[config.mk]
export PLATFORM = sky130hd
export DESIGN_NAME = cci_mpf_prim_ram_stream_reader
export DESIGN_NICKNAME = d
export VERILOG_FILES = /design/src/rtl/cci_mpf_prim_ram_stream_pkg.sv /design/src/rtl/cci_mpf_prim_ram_stream_fifo.sv /design/src/rtl/cci_mpf_prim_ram_stream_reader.sv
export SDC_FILE = /design/constraint.sdc
export NUM_CORES = 1
export LEC_CHECK = 0
export BUFFER_PORTS_ARGS = -buffer_cell sky130_fd_sc_hd__clkbuf_2
export CORE_MARGIN = 4
export CORE_UTILIZATION = 55
export CTS_BUF_LIST = sky130_fd_sc_hd__clkbuf_2 sky130_fd_sc_hd__clkbuf_4 sky130_fd_sc_hd__clkbuf_8
export DETAILED_ROUTE_END_ITERATION = 8
export GPL_TIMING_DRIVEN = 0
export PLACE_DENSITY = 0.77
export SETUP_SLACK_MARGIN = 0.5
export SLEW_MARGIN = 0
export SYNTH_ARGS = -nofsm -noshare
export SYNTH_HDL_FRONTEND = slang
export SYNTH_SLANG_ARGS = --single-unit
[constraint.sdc]
create_clock -name clk -period 8.1 [get_ports clk]
set_input_delay 1.62 -clock clk [delete_from_list [all_inputs] [get_ports clk]]
set_output_delay 1.62 -clock clk [all_outputs]
set_load 0.02 [all_outputs]
[src/rtl/cci_mpf_prim_ram_stream_pkg.sv]
// Shared types and helpers for the RAM stream reader.
// Imported by the reader top and its output FIFO.
package cci_mpf_prim_ram_stream_pkg;

  typedef enum logic [1:0] {
    IDLE,
    ISSUE,
    DRAIN
  } t_stream_state;

  function automatic int wrap_inc(int idx, int n);
    return (idx >= n - 1) ? 0 : idx + 1;
  endfunction

endpackage

[src/rtl/cci_mpf_prim_ram_stream_fifo.sv]
// First-word-fall-through buffer for stream read data.
// Supports simultaneous push and pop; exposes occupancy.
module cci_mpf_prim_ram_stream_fifo
  import cci_mpf_prim_ram_stream_pkg::*;
#(
  parameter int DEPTH = 4,
  parameter int WIDTH = 8,
  parameter int CW    = $clog2(DEPTH + 1)
) (
  input  logic             clk,
  input  logic             reset_n,
  input  logic             push,
  input  logic [WIDTH-1:0] wdata,
  input  logic             pop,
  output logic [WIDTH-1:0] rdata,
  output logic [CW-1:0]    count,
  output logic             empty
);
  localparam int PW = (DEPTH > 1) ? $clog2(DEPTH) : 1;

  logic [WIDTH-1:0] mem [DEPTH];
  logic [PW-1:0]    wp_q;
  logic [PW-1:0]    rp_q;
  logic [CW-1:0]    count_q;
  logic             full;

  assign count = count_q;
  assign empty = (count_q == '0);
  assign full  = (count_q == CW'(DEPTH));
  assign rdata = mem[rp_q];

  // Storage array; contents are don't-care while empty
  always_ff @(posedge clk) begin
    if (push) mem[wp_q] <= wdata;
  end

  // Pointer and occupancy tracking
  always_ff @(posedge clk or negedge reset_n) begin
    if (!reset_n) begin
      wp_q    <= '0;
      rp_q    <= '0;
      count_q <= '0;
    end else begin
      if (push) wp_q <= PW'(wrap_inc(int'(wp_q), DEPTH));
      if (pop)  rp_q <= PW'(wrap_inc(int'(rp_q), DEPTH));
      unique case ({push, pop})
        2'b10:   count_q <= count_q + 1'b1;
        2'b01:   count_q <= count_q - 1'b1;
        default: ;
      endcase
    end
  end

  a_no_ovf: assert property (
    @(posedge clk) disable iff (!reset_n) !(push && full));
  a_no_udf: assert property (
    @(posedge clk) disable iff (!reset_n) !(pop && empty));

endmodule

[src/rtl/cci_mpf_prim_ram_stream_reader.sv]
// Streams a range of RAM entries out as valid/ready beats.
// Reads are credit-limited so backpressure never drops data.
module cci_mpf_prim_ram_stream_reader
  import cci_mpf_prim_ram_stream_pkg::*;
#(
  parameter int N_ENTRIES        = 32,
  parameter int N_DATA_BITS      = 64,
  parameter int RAM_READ_LATENCY = 1,
  parameter int BUF_DEPTH        = 4
) (
  input  logic                         clk,
  input  logic                         reset_n,
  input  logic                         ram_rdy,
  input  logic                         cmd_valid,
  output logic                         cmd_ready,
  input  logic [$clog2(N_ENTRIES)-1:0] cmd_addr,
  input  logic [$clog2(N_ENTRIES):0]   cmd_len,
  output logic [$clog2(N_ENTRIES)-1:0] ram_addr,
  output logic                         ram_wen,
  input  logic [N_DATA_BITS-1:0]       ram_rdata,
  output logic                         out_valid,
  input  logic                         out_ready,
  output logic [N_DATA_BITS-1:0]       out_data,
  output logic                         out_last,
  output logic                         busy
);
  localparam int AW = $clog2(N_ENTRIES);
  localparam int LW = AW + 1;
  localparam int RL = RAM_READ_LATENCY;
  localparam int CW = $clog2(BUF_DEPTH + 1);
  localparam logic [CW:0] DEPTH_C = (CW + 1)'(BUF_DEPTH);

  if (BUF_DEPTH < RL + 1) begin : g_bad_depth
    $fatal(1, "BUF_DEPTH must be >= RAM_READ_LATENCY+1");
  end

  t_stream_state state_q;
  t_stream_state state_nxt;

  logic [AW-1:0] addr_q;
  logic [AW-1:0] ram_addr_q;
  logic [LW-1:0] rem_q;
  logic [CW-1:0] inflight_q;
  logic [RL-1:0] pv_q;
  logic [RL-1:0] pl_q;
  logic [CW-1:0] buf_count;
  logic          buf_empty;
  logic          head_last;
  logic          issue;
  logic          issue_last;
  logic          cap;
  logic          pop;
  logic          accept;
  logic [CW:0]   credit;

  assign credit     = {1'b0, inflight_q} + {1'b0, buf_count};
  assign issue      = (state_q == ISSUE) && (rem_q != '0) &&
                      (credit < DEPTH_C);
  assign issue_last = issue && (rem_q == LW'(1));
  assign cap        = pv_q[RL-1];
  assign ram_addr   = issue ? addr_q : ram_addr_q;
  assign ram_wen    = 1'b0;
  assign out_valid  = !buf_empty;
  assign out_last   = !buf_empty && head_last;
  assign pop        = out_valid && out_ready;
  assign busy       = (state_q != IDLE);
  assign accept     = cmd_valid && cmd_ready;

  // Next-state and command handshake
  always_comb begin
    state_nxt = state_q;
    cmd_ready = 1'b0;
    unique case (state_q)
      IDLE: begin
        cmd_ready = ram_rdy && reset_n;
        if (accept && (cmd_len != '0)) state_nxt = ISSUE;
      end
      ISSUE: if (issue_last) state_nxt = DRAIN;
      DRAIN: if (pop && out_last) state_nxt = IDLE;
      default: state_nxt = IDLE;
    endcase
  end

  // State, read cursor, credit counter and latency pipe
  always_ff @(posedge clk or negedge reset_n) begin
    if (!reset_n) begin
      state_q    <= IDLE;
      addr_q     <= '0;
      ram_addr_q <= '0;
      rem_q      <= '0;
      inflight_q <= '0;
      pv_q       <= '0;
      pl_q       <= '0;
    end else begin
      state_q    <= state_nxt;
      ram_addr_q <= ram_addr;
      if (accept && (state_q == IDLE)) begin
        addr_q <= cmd_addr;
        rem_q  <= cmd_len;
      end else if (issue) begin
        addr_q <= AW'(wrap_inc(int'(addr_q), N_ENTRIES));
        rem_q  <= rem_q - 1'b1;
      end
      unique case ({issue, cap})
        2'b10:   inflight_q <= inflight_q + 1'b1;
        2'b01:   inflight_q <= inflight_q - 1'b1;
        default: ;
      endcase
      pv_q[0] <= issue;
      pl_q[0] <= issue_last;
      for (int i = 1; i < RL; i++) begin
        pv_q[i] <= pv_q[i-1];
        pl_q[i] <= pl_q[i-1];
      end
    end
  end

  cci_mpf_prim_ram_stream_fifo #(
    .DEPTH (BUF_DEPTH),
    .WIDTH (N_DATA_BITS + 1),
    .CW    (CW)
  ) u_buf (
    .clk     (clk),
    .reset_n (reset_n),
    .push    (cap),
    .wdata   ({pl_q[RL-1], ram_rdata}),
    .pop     (pop),
    .rdata   ({head_last, out_data}),
    .count   (buf_count),
    .empty   (buf_empty)
  );

  a_inflight: assert property (
    @(posedge clk) disable iff (!reset_n) inflight_q <= CW'(RL));

endmodule

==> metrics <==
outcome complete, no violations; clock buffer depth 3; sequential-to-total area share from yosys stat 0.774; Worst Setup Path Type in -> out; Filler Cell Count 1295; unrepaired setup endpoints after global routing false; Worst Max-Slew Pin Slew roughly 760 ps; VDD IR-drop max around 0.24 mV; first-pass GRT wire length approximately 33000 um; switching power between 1.5 and 2 mW; Initial DRC Count 364; Synth Area per Inst 21.7 um2; synth unique cells 48; Syn Nets 606; Avg WL per Cell 20.3 um; via count roughly 5700; Core Area 19600 um2; Detail Route met3 WL roughly 1600 um; ANT cells 0; count of cells resized by post-cts repair 0; register area approximately 8600 um2; Fin. Hold Viols 0; die width around 150 um; worst hold path type reg -> reg; setup violators final 0; detailed placement HPWL 13300 um; Yosys top cell area share 0.706; Setup crit end kind output port; Worst-path clk slew roughly 50 ps; via-per-instance ratio approximately 5.6; Post-Synth Simple-Gate Area 0.0286; Die Footprint ~22000 um2; arrival time at the worst endpoint 2770 ps; area of the multi-input gates 2340 um2; most numerous cell in the Yosys netlist edfxtp_1; uppermost layer routed met5; Area Overhead vs Synth 19.1%; Synth Area in XOR/XNOR 0.00475; cts bufs inserted between 40 and 50; port bufs between 150 and 200; Adder-Cell Fraction of Synth Area 0.0195; min cycle time layout around 4400 ps; met2 wire len 10700 um; Clock Sinks 290; Seq pwr share 0.414; sw frac 0.332; Setup TNS 0 ps; grt ovf 0; Worst Hold End ram_addr_q[4]; Reg2Reg Depth 9; drt pass-1 iters 4; top cells by area, synth edfxtp_1, mux4_2, dfrtp_1; relative slew slack 0.493; WHS Path Cells 1; H-tree lvl count 2; Placer Congestion around 0.83; cell taking the most area after synthesis edfxtp_1; DRC 0; post-synthesis mux area share 0.138; Synth Register Bits between 200 and 300; startpoint types input pin; max-cap viol count 0; postcts setup bufs 0; number of global-route vias before repair a little over 6000; worst-path maximum fanout 31; # hold bufs at CTS 0; final net count between 800 and 900; Post-synth EDFFs 260; wl on met1 8070 um; CTS Root Buffer Type clkbuf_8; Hold Path Origin ram_addr_q[4]; Syn Std Cell Area about 11000 um2; Reg2Reg Launch Point rem_q[2]; Clk pwr share 0.240; setup slack, reg-to-reg approximately 5600 ps; initial antenna violation count 1; WP data required between 6000 and 7000 ps; layout cells sized above 1 0.430; fraction of registers with async set/reset 0.103; Syn Inst Count 510; Final Cycle Share 0.542; die height roughly 150 um; most instantiated cells after synthesis edfxtp_1, mux4_2, dfrtp_1; CTS tree done; Pint roughly 3.3 mW; Routed Antenna Nets 0; Compound-Gate Fraction of Synth Area 0.0193; largest net degree at the start of global routing 42; synth warn 0; Worst R2R End inflight_q[2]; Row Count a little over 50; pins over their slew limit 0; largest family of logic cells by synthesized area multiplexers; Final Power between 4 and 5 mW; logic gate share of total power 0.346; GRT Total Usage 0.187; fmax 228 MHz; clock skew about 11 ps; pwr dens between 300 and 400 nW/um2; Starting Density 0.565; ys flop type edfxtp_1; LEAKAGE roughly 4.8 nW; Ports around 150; total detailed-routing wirelength 20500 um; Clock Latency Late Sink 530 ps
cell usage in the layout (no fill, tap or decap), drive strengths merged, types with 4 or more instances in the layout:
cell and n:
edfxtp 260, clkbuf 234, mux4 65, dfrtp 30
inv 22, ha 14, buf 14, nor2 10
nand2 10, nand3 7, o21ai 6, and2 6
clkinv 6, mux2 5, nor3 5, or3 4
a21oi 4, xor2 4
worst max-delay path: stages:
cell	delay, ps
clkbuf_2	580
and4bb_2	390
clkbuf_2	180
flip-flops by register name, summed over array words and instances, names as in the netlist:
name	flops
u_buf.mem	260
rem_q	6
addr_q	5
ram_addr_q	5
inflight_q	3
u_buf.count	3
state_q	2
u_buf.rp_q	2
u_buf.wp_q	2
cap	1
pl_q	1
worst max path at each step:
stage                      endpoint     from  cells past startpoint
after floorplan           cmd_ready  ram_rdy                      1
after global placement    cmd_ready  reset_n                      3
after detailed placement  cmd_ready  reset_n                      3
after CTS                 cmd_ready  reset_n                      3
after global routing      cmd_ready  reset_n                      3
final                     cmd_ready  reset_n                      3
per-layer routing:
layer | vias up | track usage
li1 | 2515 | -
met1 | 2913 | 0.249
met2 | 203 | 0.316
met3 | 24 | 0.0466
met4 | 2 | 0.0476
met5 | - | 0
power groups by stage:
stage,combinational (mW),clock [mW],sequential (mW)
detailed placement,1.75,0,2.08
floorplan,1.20,0,2.05
global placement,1.66,0,2.08
global route,1.86,1.29,2.07
CTS,1.75,1.22,2.05
finish,1.71,1.19,2.05
cell type report:
| type | instances | area share |
|---|---|---|
| Sequential cell | 290 | 0.650 |
| Buffer | 19 | 0.00712 |
| Timing Repair Buffer | 156 | 0.0661 |
| Clock inverter | 9 | 0.00380 |
| Clock buffer | 73 | 0.0649 |
| Tap cell | 265 | 0.0252 |
| Multi-Input combinational cell | 181 | 0.178 |
| Inverter | 20 | 0.00570 |
kinds of logic (layout without fill, tap and decap cells):
logic type / Yosys count / in the layout
flops: 290 / 290
buf+inv: 39 / 277
compound gates: 30 / 30
other cells: 1 / 1
xor+xnor: 6 / 6
simple gates: 57 / 57
fa+ha+maj: 16 / 16
mux: 71 / 71
through the flow:
step | cell area, um2 | instances | setup slack (ps) | hold WS (ps) | utilization
floorplan | 11100 | 510 | 4550 | 448 | -
global placement | 12200 | 927 | 3680 | 459 | 0.620
detailed placement | 12300 | 931 | 3640 | 485 | 0.626
CTS | 13200 | 1013 | 3650 | 497 | 0.673
global route | 13200 | 1013 | 3550 | 520 | 0.673
finish | 13200 | 1013 | 3710 | 493 | 0.673
Note: power is estimated with default switching activity, not from simulation.
